[config.mk]
export PLATFORM = sky130hd
export DESIGN_NAME = instr_fetch_unit_flat
export DESIGN_NICKNAME = d
export VERILOG_FILES = /design/src/rtl/fetch_pkg.sv /design/src/rtl/instr_fetch_unit_if.sv /design/src/rtl/fetch_pc_counter.sv /design/src/rtl/instr_fetch_unit.sv /design/src/flat_wrapper.sv
export SDC_FILE = /design/constraint.sdc
export NUM_CORES = 1
export LEC_CHECK = 0
export ABC_AREA = 1
export CAP_MARGIN = 5
export CORE_MARGIN = 2
export CORE_UTILIZATION = 25
export CTS_CLUSTER_DIAMETER = 60
export DETAILED_ROUTE_END_ITERATION = 10
export PLACE_DENSITY_LB_ADDON = 0.25
export SETUP_SLACK_MARGIN = 0.5
export SYNTH_ARGS = -nofsm -noshare
export SYNTH_HDL_FRONTEND = slang
export SYNTH_HIERARCHICAL = 1
export SYNTH_SLANG_ARGS = --single-unit
[constraint.sdc]
create_clock -name clk -period 2.4 [get_ports clk]
set_input_delay 0.6 -clock clk [delete_from_list [all_inputs] [get_ports clk]]
set_output_delay 0.6 -clock clk [all_outputs]
set_load 0.03 [all_outputs]
[src/rtl/fetch_pkg.sv]
// Shared types and defaults for the instruction fetch unit and its helpers.
package fetch_pkg;

    typedef enum logic [1:0] {
        IDLE  = 2'd0,
        FETCH = 2'd1,
        DRAIN = 2'd2,
        HALT  = 2'd3
    } fetch_state_t;

    localparam int DEF_ADDR_W    = 4;
    localparam int DEF_DATA_W    = 32;
    localparam int DEF_LAST_ADDR = 14;

    // All-zero word marks end of program when halt-on-zero is enabled.
    localparam logic [31:0] NOP_WORD = 32'h0000_0000;

endpackage

[src/rtl/instr_fetch_unit_if.sv]
// Bundles the instruction-memory port, the decode-side valid/ready stage and the redirect request.
interface instr_fetch_unit_if #(
    parameter int ADDR_W = fetch_pkg::DEF_ADDR_W,
    parameter int DATA_W = fetch_pkg::DEF_DATA_W
);
    logic [ADDR_W-1:0] imem_addr;
    logic              imem_read_en;
    logic [DATA_W-1:0] imem_instr;

    logic [DATA_W-1:0] instr_out;
    logic [ADDR_W-1:0] instr_pc;
    logic              instr_valid;
    logic              instr_ready;

    logic              redirect;
    logic [ADDR_W-1:0] redirect_addr;

    modport master (
        output imem_addr, imem_read_en,
        input  imem_instr,
        output instr_out, instr_pc, instr_valid,
        input  instr_ready,
        input  redirect, redirect_addr
    );

    modport slave (
        input  imem_addr, imem_read_en,
        output imem_instr,
        input  instr_out, instr_pc, instr_valid,
        output instr_ready,
        output redirect, redirect_addr
    );

endinterface

[src/rtl/fetch_pc_counter.sv]
// Program counter: load for start/redirect, increment per fetch, saturates at the last populated address.
module fetch_pc_counter
    import fetch_pkg::*;
#(
    parameter int ADDR_W    = DEF_ADDR_W,
    parameter int LAST_ADDR = DEF_LAST_ADDR
) (
    input  logic              clk,
    input  logic              rst_n,
    input  logic              load,
    input  logic [ADDR_W-1:0] load_val,
    input  logic              inc_en,
    output logic [ADDR_W-1:0] pc,
    output logic              at_last
);

    localparam logic [ADDR_W-1:0] LAST_PC = ADDR_W'(LAST_ADDR);

    logic [ADDR_W-1:0] pc_reg;
    logic [ADDR_W-1:0] pc_next;

    always_comb begin
        pc_next = pc_reg;
        if (load) begin
            pc_next = load_val;
        end else if (inc_en && !at_last) begin
            pc_next = pc_reg + ADDR_W'(1);
        end
    end

    always_ff @(posedge clk or negedge rst_n) begin
        if (!rst_n) begin
            pc_reg <= '0;
        end else begin
            pc_reg <= pc_next;
        end
    end

    assign pc      = pc_reg;
    assign at_last = (pc_reg == LAST_PC);

endmodule

[src/rtl/instr_fetch_unit.sv]
// Fetch initiator: drives the combinational instruction memory from the PC and registers
// each returned word into a valid/ready stage toward decode.
module instr_fetch_unit
    import fetch_pkg::*;
#(
    parameter int ADDR_W       = DEF_ADDR_W,
    parameter int DATA_W       = DEF_DATA_W,
    parameter int LAST_ADDR    = DEF_LAST_ADDR,
    parameter int HALT_ON_ZERO = 1
) (
    input  logic                      clk,
    input  logic                      rst_n,
    input  logic                      start,
    instr_fetch_unit_if.master        bus,
    output logic                      halted,
    output logic                      err
);

    localparam logic [ADDR_W:0] LAST_EXT = (ADDR_W + 1)'(LAST_ADDR);

    fetch_state_t      state_reg, state_next;
    logic [DATA_W-1:0] instr_out_reg, instr_out_next;
    logic [ADDR_W-1:0] instr_pc_reg, instr_pc_next;
    logic              valid_reg, valid_next;
    logic              err_reg, err_next;

    logic              pc_load;
    logic [ADDR_W-1:0] pc_load_val;
    logic              pc_inc;
    logic [ADDR_W-1:0] pc;
    logic              at_last;
    logic              read_en;
    logic              redirect_hit;
    logic              redirect_ok;
    logic              zero_word;

    fetch_pc_counter #(
        .ADDR_W    (ADDR_W),
        .LAST_ADDR (LAST_ADDR)
    ) u_pc (
        .clk      (clk),
        .rst_n    (rst_n),
        .load     (pc_load),
        .load_val (pc_load_val),
        .inc_en   (pc_inc),
        .pc       (pc),
        .at_last  (at_last)
    );

    assign redirect_hit = bus.redirect && ((state_reg == FETCH) || (state_reg == DRAIN));
    assign redirect_ok  = ({1'b0, bus.redirect_addr} <= LAST_EXT);
    assign zero_word    = (HALT_ON_ZERO != 0) && (bus.imem_instr == DATA_W'(NOP_WORD));

    always_comb begin
        state_next     = state_reg;
        instr_out_next = instr_out_reg;
        instr_pc_next  = instr_pc_reg;
        valid_next     = valid_reg;
        err_next       = err_reg;
        pc_load        = 1'b0;
        pc_load_val    = '0;
        pc_inc         = 1'b0;
        read_en        = 1'b0;

        case (state_reg)
            IDLE, HALT: begin
                if (start) begin
                    pc_load    = 1'b1;
                    err_next   = 1'b0;
                    state_next = FETCH;
                end
            end
            FETCH: begin
                read_en = !valid_reg || bus.instr_ready;
                if (read_en) begin
                    if (zero_word) begin
                        // Sentinel is swallowed; the previous word was consumed this edge.
                        valid_next = 1'b0;
                        state_next = HALT;
                    end else begin
                        instr_out_next = bus.imem_instr;
                        instr_pc_next  = pc;
                        valid_next     = 1'b1;
                        pc_inc         = !at_last;
                        if (at_last) begin
                            state_next = DRAIN;
                        end
                    end
                end
            end
            DRAIN: begin
                if (valid_reg && bus.instr_ready) begin
                    valid_next = 1'b0;
                    state_next = HALT;
                end
            end
            default: begin
                state_next = IDLE;
            end
        endcase

        // Redirect wins over everything: the held word is dropped even if decode accepts it now.
        if (redirect_hit) begin
            read_en        = 1'b0;
            valid_next     = 1'b0;
            instr_out_next = instr_out_reg;
            instr_pc_next  = instr_pc_reg;
            pc_inc         = 1'b0;
            if (redirect_ok) begin
                pc_load     = 1'b1;
                pc_load_val = bus.redirect_addr;
                state_next  = FETCH;
            end else begin
                err_next   = 1'b1;
                state_next = HALT;
            end
        end
    end

    always_ff @(posedge clk or negedge rst_n) begin
        if (!rst_n) begin
            state_reg     <= IDLE;
            instr_out_reg <= '0;
            instr_pc_reg  <= '0;
            valid_reg     <= 1'b0;
            err_reg       <= 1'b0;
        end else begin
            state_reg     <= state_next;
            instr_out_reg <= instr_out_next;
            instr_pc_reg  <= instr_pc_next;
            valid_reg     <= valid_next;
            err_reg       <= err_next;
        end
    end

    assign bus.imem_addr    = pc;
    assign bus.imem_read_en = read_en;
    assign bus.instr_out    = instr_out_reg;
    assign bus.instr_pc     = instr_pc_reg;
    assign bus.instr_valid  = valid_reg;
    assign halted           = (state_reg == HALT);
    assign err              = err_reg;

endmodule

[src/flat_wrapper.sv]
// flat-port wrapper written by rule: the top's interface ports become plain ports
module instr_fetch_unit_flat import fetch_pkg::*;
#(
    parameter int ADDR_W       = DEF_ADDR_W,
    parameter int DATA_W       = DEF_DATA_W,
    parameter int LAST_ADDR    = DEF_LAST_ADDR,
    parameter int HALT_ON_ZERO = 1
)
  (clk, rst_n, start, halted, err, bus_imem_addr, bus_imem_read_en, bus_imem_instr, bus_instr_out, bus_instr_pc, bus_instr_valid, bus_instr_ready, bus_redirect, bus_redirect_addr);
  instr_fetch_unit_if #(.ADDR_W(ADDR_W), .DATA_W(DATA_W)) bus_i ();
  input  logic clk;
  input  logic rst_n;
  input  logic start;
  output logic halted;
  output logic err;
  output wire logic [$bits(bus_i.imem_addr)-1:0] bus_imem_addr;
  output wire logic [$bits(bus_i.imem_read_en)-1:0] bus_imem_read_en;
  input wire logic [$bits(bus_i.imem_instr)-1:0] bus_imem_instr;
  output wire logic [$bits(bus_i.instr_out)-1:0] bus_instr_out;
  output wire logic [$bits(bus_i.instr_pc)-1:0] bus_instr_pc;
  output wire logic [$bits(bus_i.instr_valid)-1:0] bus_instr_valid;
  input wire logic [$bits(bus_i.instr_ready)-1:0] bus_instr_ready;
  input wire logic [$bits(bus_i.redirect)-1:0] bus_redirect;
  input wire logic [$bits(bus_i.redirect_addr)-1:0] bus_redirect_addr;
  assign bus_imem_addr = bus_i.imem_addr;
  assign bus_imem_read_en = bus_i.imem_read_en;
  assign bus_i.imem_instr = bus_imem_instr;
  assign bus_instr_out = bus_i.instr_out;
  assign bus_instr_pc = bus_i.instr_pc;
  assign bus_instr_valid = bus_i.instr_valid;
  assign bus_i.instr_ready = bus_instr_ready;
  assign bus_i.redirect = bus_redirect;
  assign bus_i.redirect_addr = bus_redirect_addr;
  instr_fetch_unit #(.ADDR_W(ADDR_W), .DATA_W(DATA_W), .LAST_ADDR(LAST_ADDR), .HALT_ON_ZERO(HALT_ON_ZERO)) u_core (.clk(clk), .rst_n(rst_n), .start(start), .bus(bus_i), .halted(halted), .err(err));
endmodule
==> metrics.txt, run 1 <==
status=completed; Avg Inst Size Synth=between 8 and 9 sq um; sequential fraction of the synthesis area=48.3%; DR vias=about 2200; HP Class=in2async; Final nets=between 400 and 500; ys flop type=dfrtp_1; Die Span Y=between 90 and 100 microns; Yosys Warn Count=6; top cell type by total area after synthesis=dfrtp_1; largest net degree at the start of global routing=38; CP Data Arrival Time=approximately 1500 ps; WS Path Type=in2out; Crit Path Max Fanout=2; Mapped Cells=approximately 280; gr ovfl total=0; Max Cap Violations=0; clock skew=7.78 ps; count leader, synth=nand2_1; initial antenna violation count=0; Hold WS=187 ps; max reg flops=32; synthesized area=0.00228 sq mm; PortBufs=84; Req. time, crit path=1800 ps; H-tree Lvls=2; CP Launch Type=input port; Post-synth top cells=nand2_1, dfrtp_1, nand3_1; endpoint class of the critical path=primary output; Internal=2.31 mW; core box area=about 0.009 sq mm; Die ar.=0.00989 sq mm; TritonRoute pass-1 iters=4; Worst-path clk slew=80 ps; non-filler cells, final=just under 500; Layout area overhead=50.0%; RSZ-0062 raised after global routing=yes; Period minus WS final=2060 ps; share of flip-flops with an asynchronous set or reset=100%; DIE WIDTH=99.5 microns; Post-synth EDFFs=0; # IOs=85; synth unique cells=21; worst slew pin tran=419 ps; Core Rows=34; number of global-route vias before repair=between 2000 and 2500; Starting Density=between 20% and 30%; Comb pwr share=between 60 and 70%; Overall Global Routing Usage=between 10% and 20%; Tcrit/Tclk final=85.9%; met1 Use GR=between 15 and 20%; synth top area cells=dfrtp_1, nand2_1, nand3_1; GRT busiest layer=met2; CTS tree=done; relative slew slack=72.1%; post-synth net total=329; Routed wire per std cell=around 12 microns; Util after Layout=between 30% and 40%; switching share of power=49.3%; DRC=0; Max Fclk=0.485 GHz; clock power share=between 10% and 20%; # setup viols final=0; worst skew pair latency=~290 ps; Placer Congestion=0.807; setup tns final=0 ps; Final ANT Viol Nets=0; Pwr Total=roughly 4.5 mW; Diodes inserted=0; Slew Limit Fails=0; Inserted Clock Buffers=5; peak supply drop=0.508 mV; DP Cell Count=472; dpl hpwl=4410 microns; Post-CTS Hold Buffers=0; sequential share of power=between 20 and 30%; first-pass GRT wire length=~9800 microns; GR met3 Demand/Resource=between 3 and 4%; CTS Sinks=44; Clock Tree Buf Depth=2; layout cells sized above 1=14.8%; P_sw=around 2.2 mW; CTS root buffer=clkbuf_8; final WL=~6000 microns; Iter 0 DRT Violations=44; vias per cell=around 4.4; post-synth top area share=approximately 48%; leak pwr=~2 nW; PD cells=~1300 mW/mm^2; Yosys reg bits=44; Final Hold Fails=0; global routing usage on met2=approximately a fifth
## cell families (layout without fill, tap and decap cells)
logic type | after synthesis | count (layout) | share of synthesized area, %
simple gates | 199 | 199 | 39.4
flops | 44 | 44 | 48.3
buf+inv | 24 | 120 | 6.92
compound gates | 11 | 11 | 2.58
fa+ha+maj | 5 | 5 | 2.75
## power groups by stage
stage	registers [mW]	logic (mW)	clock network, mW
final	1.34	2.73	0.475
after global routing	1.40	3.01	0.535
after CTS	1.34	2.72	0.500
after detailed placement	1.37	2.84	0
after global placement	1.37	2.81	0
after floorplan	1.98	1.25	0
## layout by cell type (no fill, tap or decap), types with 3 or more instances in the layout
cell and instances:
nand2_1 108, dlygate4sd2_1 48, dfrtp_1 43, nand3_1 38
nor2_1 27, dlymetal6s2s_1 26, buf_4 14, inv_1 9
clkdlybuf4s50_1 7, nand3_2 7, clkbuf_8 6, nor2_2 6
o21ai_0 6, nand2_4 3, nand2_2 3, a21oi_1 3
ha_1 3
## layout make-up
| class | instances | area (sq um) |
|---|---|---|
| timing repair buffer | 99 | 962 |
| inverter | 13 | 53.8 |
| tap | 108 | 135 |
| clock inverter | 2 | 10.0 |
| sequential | 44 | 1100 |
| multi-input combinational | 215 | 1070 |
| fill | 923 | 5350 |
| clock buffer | 6 | 82.6 |
## per-stage QoR
| step | area [sq um] | setup WS (ps) |
|---|---|---|
| after floorplan | 2300 | 480 |
| after global placement | 3220 | 161 |
| after detailed placement | 3220 | 166 |
| after CTS | 3320 | 297 |
| after global routing | 3420 | 315 |
| final | 3420 | 339 |
## worst paths after layout
| check | from | end | slack, ps | depth (start not counted) |
|---|---|---|---|---|
| setup / recovery | bus_redirect | bus_imem_read_en | 340 | 5 |
| hold / removal | rst_n | u_core/bus.instr_out[12] | 190 | 1 |
| setup reg to reg | u_core/state_reg[1] | u_core/bus.instr_out[13] | 610 | 10 |
| hold reg to reg | u_core/bus.instr_out[20] | u_core/bus.instr_out[20] | 470 | 2 |
| max in group asynchronous | rst_n | u_core/u_pc/pc[0] | 1470 | 2 |
| min in group clk | u_core/bus.instr_out[20] | u_core/bus.instr_out[20] | 470 | 2 |
## critical path: stages
cell	delay (ps)
clkdlybuf4s50_1	460
nand2_4	100
nand2_4	50
nor2_4	90
buf_6	140
## per-layer routing
layer | part of all wire [%] | up-vias
met2 | 46 | 66
met3 | 6.5 | 5
met4 | 0.81 | 0
met1 | 47 | 1003
li1 | - | 1092
met5 | 0 | -
## timing repair
item,CTS,global route
setup buffers,7,0
pin swaps,12,29
hold endpoints to repair,0,0
resized for setup,57,36
gates cloned,0,0
endpoints found under the setup margin,83,45
Note: power is estimated with default switching activity, not from simulation.
==> run 2: changes to the inputs <==
--- a/config.mk
+++ b/config.mk
@@ -7,7 +7,6 @@
 export LEC_CHECK = 0
 export ABC_AREA = 1
 export CAP_MARGIN = 5
-export CORE_MARGIN = 2
 export CORE_UTILIZATION = 25
 export CTS_CLUSTER_DIAMETER = 60
 export DETAILED_ROUTE_END_ITERATION = 10
==> metrics.txt, run 2 (synthesis gave the netlist of run 1 again) <==
worst skew pair latency=between 200 and 300 ps; Final ANT Viol Nets=0; final WL=roughly 6000 microns; HP Class=in2async; peak supply drop=a little over 0.5 mV; Routed wire per std cell=12.3 microns; Internal=around 2.4 mW; core box area=around 0.0088 sq mm; placed inst area=around 0.0032 sq mm; layout cells sized above 1=between 10% and 20%; Core Rows=34; setup tns final=0 ps; clock skew=13.8 ps; PD cells=1350 mW/mm^2; Final nets=roughly 420; DIE WIDTH=between 90 and 100 microns; CTS tree=done; TritonRoute pass-1 iters=4; Iter 0 DRT Violations=58; PortBufs=84; first-pass GRT wire length=9560 microns; RR Startpoint=u_core/state_reg[1]; status=completed; # IOs=85; CTS root buffer=clkbuf_8; design area=0.00343 sq mm; DRC=0; non-filler cells, final=486; Pwr Total=4.64 mW; Diodes inserted=0; # setup viols final=0; final setup margin=between 300 and 400 ps; Final Hold Fails=0; max reg flops=32; number of global-route vias before repair=between 1500 and 2000; clock power share=between 10% and 20%; Crit Path Max Fanout=2; Overall Global Routing Usage=approximately 13%; Period minus WS final=between 2000 and 2500 ps; vias per cell=~4.4; Clock Tree Buf Depth=2; gr ovfl total=0; worst slew pin tran=between 600 and 700 ps; largest net degree at the start of global routing=38; Req. time, crit path=around 1800 ps; CP Launch Type=input port; Max Cap Violations=0; Die Span Y=slightly below 100 microns; H-tree Lvls=2; endpoint class of the critical path=primary output; relative slew slack=a little under three fifths; Comb pwr share=between 50 and 60%; dpl hpwl=roughly 4400 microns; WS Path Type=in2out; CP Launch Point=bus_redirect; sequential share of power=between 20 and 30%; DP Cell Count=472; Worst-path clk slew=about 90 ps; Starting Density=approximately 26%; Layout area overhead=50.5%; Tcrit/Tclk final=85.9%; most frequent cells in the layout=nand2_1, dlygate4sd2_1, dfrtp_1; switching share of power=roughly half; commonest non-fill, non-tap cell in the layout=nand2_1; Slew Limit Fails=0; CTS Sinks=44; Inserted Clock Buffers=5; Max Fclk=between 0.4 and 0.5 GHz; Die ar.=roughly 0.0095 sq mm; DR vias=roughly 2200; worst slack at placement=between 100 and 150 ps; leak pwr=1.96 nW; CP Data Arrival Time=between 1000 and 1500 ps; RSZ-0062 raised after global routing=yes; filler cell count=951; initial antenna violation count=0; Placer Congestion=0.772; P_sw=between 2 and 2.5 mW
-- run 2: changes by cell type in the layout (fill, tap and decap cells not counted), sizes merged --
cell    delta
buf        -3
clkbuf     +1
nand2      +1
clkinv     -1
bufinv     +1
-- run 2: through the flow --
step | hold slack, ps | util (%)
after floorplan | 304 | -
after global placement | 454 | 36.8
after detailed placement | 459 | 36.8
after CTS | 344 | 37.9
after global routing | 353 | 39.1
final | 324 | 39.1
-- run 2: worst paths after layout --
| path | endpoint | slack, ps | cells past startpoint |
|---|---|---|---|
| min reg2reg | u_core/bus.instr_out[9] | 470 | 2 |
| min | u_core/bus.instr_out[9] | 320 | 1 |
| min in group clk | u_core/bus.instr_out[9] | 470 | 2 |
| max reg2reg | u_core/bus.instr_out[24] | 600 | 10 |
| max in group asynchronous | u_core/state_reg[1] | 1460 | 2 |
| max | bus_imem_read_en | 340 | 5 |
-- run 2: power by group through the flow --
stage	clock, mW	combinational [mW]	sequential, mW
final	0.598	2.70	1.34
after global routing	0.654	2.95	1.41
after CTS	0.619	2.66	1.35
after detailed placement	0	2.83	1.37
after global placement	0	2.80	1.38
after floorplan	0	1.25	1.98
-- run 2: per-layer routing --
| metal | track usage [%] | part of all wire (%) | vias up |
|---|---|---|---|
| met1 | 17.5 | 48 | 996 |
| li1 | - | - | 1088 |
| met5 | 0 | 0 | - |
| met3 | 3.31 | 6.2 | 6 |
| met2 | 19.5 | 45 | 71 |
| met4 | 2.71 | 0.73 | 0 |
-- run 2: layout make-up --
| class | instances | area [sq um] | area share, % |
|---|---|---|---|
| timing repair buffer | 97 | 947 | 27.6 |
| sequential | 44 | 1100 | 32.2 |
| clock inverter | 2 | 38.8 | 1.13 |
| tap | 108 | 135 | 3.94 |
| multi-input combinational | 216 | 1070 | 31.1 |
| inverter | 13 | 53.8 | 1.57 |
| clock buffer | 6 | 82.6 | 2.41 |
-- run 2: repair_timing --
action,in CTS,in global routing
setup buffers,3,2
pin swaps,12,28
endpoints found under the hold margin,0,0
setup endpoints to repair,83,30
resized for setup,55,34
gates cloned,0,1
hold buffers,0,0
-- run 2: worst max-delay path, stage by stage --
cell and delay, ps:
clkdlybuf4s50_1 460, nand2_4 100, nand2_4 50, nor2_4 100, buf_6 150
==> run 3: changes to the inputs <==
--- a/config.mk
+++ b/config.mk
@@ -7,8 +7,10 @@
 export LEC_CHECK = 0
 export ABC_AREA = 1
 export CAP_MARGIN = 5
-export CORE_UTILIZATION = 25
-export CTS_CLUSTER_DIAMETER = 60
+export CELL_PAD_IN_SITES_DETAIL_PLACEMENT = 1
+export CELL_PAD_IN_SITES_GLOBAL_PLACEMENT = 2
+export CORE_UTILIZATION = 24
+export CTS_CLUSTER_DIAMETER = 200
 export DETAILED_ROUTE_END_ITERATION = 10
 export PLACE_DENSITY_LB_ADDON = 0.25
 export SETUP_SLACK_MARGIN = 0.5
==> metrics.txt, run 3 (synthesis gave the netlist of run 1 again) <==
Die Span Y=between 90 and 100 microns; GRT busiest layer=met2; CTS tree=done; CTS root buffer=clkbuf_8; first-pass GRT wire length=roughly 11000 microns; final setup margin=between 300 and 400 ps; Overall Global Routing Usage=14.4%; CP Launch Type=flop; Comb pwr share=61.2%; Internal=2.45 mW; DRC=0; core box area=roughly 0.009 sq mm; vias per cell=~4.4; switching share of power=about half; Routed wire per std cell=14.2 microns; Util after Layout=38.2%; PD cells=approximately 1400 mW/mm^2; PortBufs=84; non-filler cells, final=approximately 490; commonest non-fill, non-tap cell in the layout=nand2_1; Final Hold Fails=0; endpoint class of the critical path=primary output; Final nets=428; Max Fclk=~0.49 GHz; final WL=roughly 7000 microns; worst slew pin tran=between 400 and 500 ps; Die ar.=0.00989 sq mm; Starting Density=between 20 and 25%; DR vias=approximately 2200; Layout area overhead=54.3%; Tcrit/Tclk final=a little under nine tenths; Worst-path clk slew=approximately 80 ps; worst skew pair latency=approximately 300 ps; worst slack at placement=121 ps; largest net degree at the start of global routing=38; global routing usage on met2=approximately a quarter; Iter 0 DRT Violations=36; Placer Congestion=between 0.7 and 0.8; layout cells sized above 1=16.2%; WS Path Type=reg2out; Inserted Clock Buffers=5; leak pwr=2.05 nW; most frequent cells in the layout=nand2_1, dlygate4sd2_1, dfrtp_1; gr ovfl total=0; peak supply drop=about 0.46 mV; worst-case reg-to-reg path depth=12; Diodes inserted=0; # IOs=85; Max Cap Violations=0; Slew Limit Fails=0; # setup viols final=0; number of global-route vias before repair=2244; dpl hpwl=roughly 4900 microns; TritonRoute pass-1 iters=4; clock skew=4.45 ps; Crit Path Max Fanout=3; Clock Tree Buf Depth=2; P_sw=around 2.3 mW; H-tree Lvls=2; sequential share of power=between 20 and 30%; initial antenna violation count=0; setup tns final=0 ps; GR met3 Demand/Resource=2.60%; CTS Sinks=44; Post-CTS Hold Buffers=0; Req. time, crit path=about 1800 ps; met1 Use GR=between 10% and 20%; Final ANT Viol Nets=0; DIE WIDTH=between 90 and 100 microns; status=completed; DP Cell Count=approximately 480; relative slew slack=~72%; Period minus WS final=just over 2000 ps; HP Class=in2async; CP Data Arrival Time=about 1500 ps; Core Rows=35; RSZ-0062 raised after global routing=yes; max reg flops=32; clock power share=a little over a tenth
[run 3: what timing repair did]
item,CTS,global route
setup buffers,5,5
pin swaps,11,30
gates cloned,0,1
setup endpoints to repair,84,45
resized for setup,51,46
[run 3: path summary, 6_finish.rpt]
path | from | to | slack [ps]
setup reg to reg | u_core/state_reg[0] | u_core/state_reg[0] | 640
min in group clk | u_core/bus.instr_out[2] | u_core/bus.instr_out[2] | 470
hold reg to reg | u_core/bus.instr_out[2] | u_core/bus.instr_out[2] | 470
hold / removal | rst_n | u_core/bus.instr_out[22] | 230
setup / recovery | u_core/state_reg[0] | bus_imem_read_en | 340
max in group asynchronous | rst_n | u_core/u_pc/pc[0] | 1660
[run 3: power groups by stage]
stage          Clock (mW)  Sequential, mW  Combinational, mW
5_1_grt             0.558            1.40               3.22
6_report            0.509            1.34               2.93
2_1_floorplan           0            1.98               1.25
4_1_cts             0.530            1.35               2.79
3_5_place_dp            0            1.38               2.95
3_3_place_gp            0            1.37               2.91
[run 3: final cells by class]
type                       instances  area [sq um]
tap                              111           139
multi-input combinational        215          1070
clock buffer                       7          96.3
fill                            1113          5680
inverter                          13          51.3
timing repair buffer             103          1050
sequential                        44          1100
[run 3: metal layers]
layer  part of all wire, %  up-vias
li1                      -     1091
met1                    46     1040
met2                    48       51
met3                   4.2        6
met4                   1.2        0
met5                     0        -
[run 3: metrics by stage]
| stage | power (mW) | hold slack (ps) | instance area [sq um] |
|---|---|---|---|
| after floorplan | 3.23 | 304 | 2300 |
| after global placement | 4.28 | 453 | 3250 |
| after detailed placement | 4.33 | 459 | 3250 |
| after CTS | 4.67 | 237 | 3350 |
| after global routing | 5.18 | 237 | 3510 |
| final | 4.78 | 227 | 3510 |
[run 3: worst max-delay path: stages (launching register included)]
cell     delay, ps
dfrtp_1        410
inv_2           60
ha_4           280
inv_4           40
nand2_4         60
nand2_4         60
nor2_4         110
buf_6          150
==> edit (config.mk and constraints of run 2) <==
Make the reset (`rst_n`) synchronous in 2 clocked blocks.
--- a/src/rtl/fetch_pc_counter.sv
+++ b/src/rtl/fetch_pc_counter.sv
@@ -28,7 +28,7 @@
         end
     end
 
-    always_ff @(posedge clk or negedge rst_n) begin
+    always_ff @(posedge clk) begin
         if (!rst_n) begin
             pc_reg <= '0;
         end else begin
--- a/src/rtl/instr_fetch_unit.sv
+++ b/src/rtl/instr_fetch_unit.sv
@@ -117,7 +117,7 @@
         end
     end
 
-    always_ff @(posedge clk or negedge rst_n) begin
+    always_ff @(posedge clk) begin
         if (!rst_n) begin
             state_reg     <= IDLE;
             instr_out_reg <= '0;
Check against the original RTL: differs if rst_n is asserted again (counterexample within 4 cycles, from zero or initial values and one cycle with rst_n low); with rst_n held inactive, the same outputs for 10 cycles.
==> edit against run 2 <==
  * Clock skew shrank 0.0082 ns
  * Cell area grew 2.4%
  * Combinational power increased by 6%
  * Wire length rose by 0.58%
  * Global-route usage is 0.41 points higher
  * Maximum frequency increased by 0.76%
  * First-iteration DRC count down 14%
  * Clock power decreased by 3%
  * Area after synthesis down 6.5%
  * Sequential cell count unchanged
  * Total power up 1.0%
  * Cell count grew 2.7%
  * Worst setup slack improved by 0.016 ns
  * Critical path type is now reg -> out
  * Highest routed layer unchanged
==> edit: results (changes against run 2) <==
vias=2155 (was 2161); Post-synth EDFFs=0 (unchanged); CTS H-tree depth=2 (unchanged); dpl ws=0.0389 ns (was 0.145 ns); Lkg Pwr=0.00174 uW (was 0.00196 uW); fillers=867 (was 951); worst skew pair latency=0.29 ns (about the same); clock root cell=clkbuf_8 (unchanged); Net Sw Frac=46.4% (was 48.6%); Total GRT Usage=13.0% (was 12.6%); initial antenna violation count=0 (unchanged); Synthesized Nets=334 (was 329); Post-Route WL=6.03 mm (was 6.00 mm); diode count=0 (unchanged); clock buffer depth=2 (unchanged); worst vdd ir=509 uV (was 516 uV); Worst-path clk slew=0.09 ns (about the same); FF/Latch Area=882 um^2 (was 1100 um^2); status=finished clean (unchanged); GP Congestion=0.812 (was 0.772); Pre-antenna DRT Iters=5 (was 4); Initial DRC Count=50 (was 58); HPWL after detailed placement=3.89 mm (was 4.35 mm); Non-Filler Instances=499 (was 486); Final nets=439 (was 423); layout cells sized above 1=27.7% (was 14.3%); Crit Path Max Fanout=4 (was 2); largest net degree at the start of global routing=45 (was 38); port buffer count=84 (unchanged); Synth Flop Type=dfxtp_1 (was dfrtp_1); Slew HR=67.1% (was 56.5%); Placed Cells=470 (was 472); Synth area leaders=dfxtp_1 41%, nor2_1 14%, nor2_2 9.1% (was dfrtp_1 48%, nand2_1 18%, nand3_1 8.3%); first-pass GRT wire length=9.01 mm (was 9.56 mm); dpl cell area=3030 um^2 (was 3220 um^2); Worst Hold Class=reg -> reg (was in -> async); number of CTS-inserted buffers=5 (unchanged); Async SR Flop Fraction=0% (was 100%); count of different cell masters after synthesis=31 (was 21); Yosys warning count=6 (unchanged); Setup Viol. Count Final=0 (unchanged); Mapped Avg Cell Area=7.40 um^2 (was 8.05 um^2); Post-synth top cells=79 x nor2_1, 44 x dfxtp_1, 31 x nand2_1, 31 x nor2_2, 23 x o21ai_0 (was 109 x nand2_1, 44 x dfrtp_1, 38 x nand3_1); number of global-route vias before repair=1953 (was 1921); critical path arrival=between 1 and 1.5 ns; sequential area share after synthesis=41.3% (was 48.3%); Post-Route Skew=0.00560 ns (was 0.0138 ns); max reg flops=32 (unchanged); drt drc=0 (unchanged)
## edit: timing repair
item	CTS	global route
resized for setup	78	70
hold buffers	0	0
pin swaps	26	37
endpoints found under the setup margin	85	43
cloned	1	3
setup buffers	8	9
## edit: kinds of logic (layout without fill, tap and decap cells)
group	Yosys count	count (layout)	share of synthesized area (%)
compound gates	49	49	12.0
xor+xnor	2	2	0.822
fa+ha+maj	5	5	2.94
buf+inv	30	136	8.98
flops	44	44	41.3
simple gates	158	158	33.9
## edit: per-stage QoR
step                hold WS (ns)  total power (uW)
CTS                        0.490              4330
floorplan                  0.538              3010
global route               0.512              5040
detailed placement         0.476              3740
finish                     0.484              4690
global placement           0.462              3740
## edit: power groups by stage
| stage | combinational (uW) | clock, uW | sequential [uW] |
|---|---|---|---|
| 6_report | 2860 | 581 | 1250 |
| 5_1_grt | 3110 | 640 | 1290 |
| 4_1_cts | 2470 | 609 | 1240 |
| 3_5_place_dp | 2470 | 0 | 1270 |
| 3_3_place_gp | 2470 | 0 | 1260 |
| 2_1_floorplan | 1220 | 0 | 1790 |
## edit: path summary, 6_finish.rpt
kind	start	endpoint	slack [ns]	depth (start not counted)
worst max register to register	u_core/state_reg[0]	u_core/bus.instr_out[21]	0.54	13
worst max-delay path	u_core/state_reg[0]	bus_imem_read_en	0.35	7
worst min-delay path	u_core/bus.instr_out[6]	u_core/bus.instr_out[6]	0.48	2
worst min register to register	u_core/bus.instr_out[6]	u_core/bus.instr_out[6]	0.48	2
## edit: routing by layer
metal,part of all wire [%],global-route usage [%],vias up,wire (um)
met1,45,16.2,968,2730
met2,49,22.4,65,2960
met3,5.5,3.16,2,330
met5,0,0,-,0
met4,0.30,2.82,0,18
li1,-,-,1120,-
## edit: critical path: stages, from the launching register on
cell and delay, ns:
dfxtp_2 0.36, inv_2 0.05, ha_4 0.29, inv_4 0.04, nand2_4 0.07, nand2_4 0.05
nor2_4 0.14, buf_6 0.14
## edit: final cells by class
cell class / count / share of cell area (%)
timing repair inverter: 3 / 0.963
multi-input combinational: 214 / 34.0
clock buffer: 5 / 1.96
tap: 105 / 3.74
inverter: 19 / 2.99
sequential: 44 / 25.1
clock inverter: 3 / 1.35
timing repair buffer: 106 / 29.8
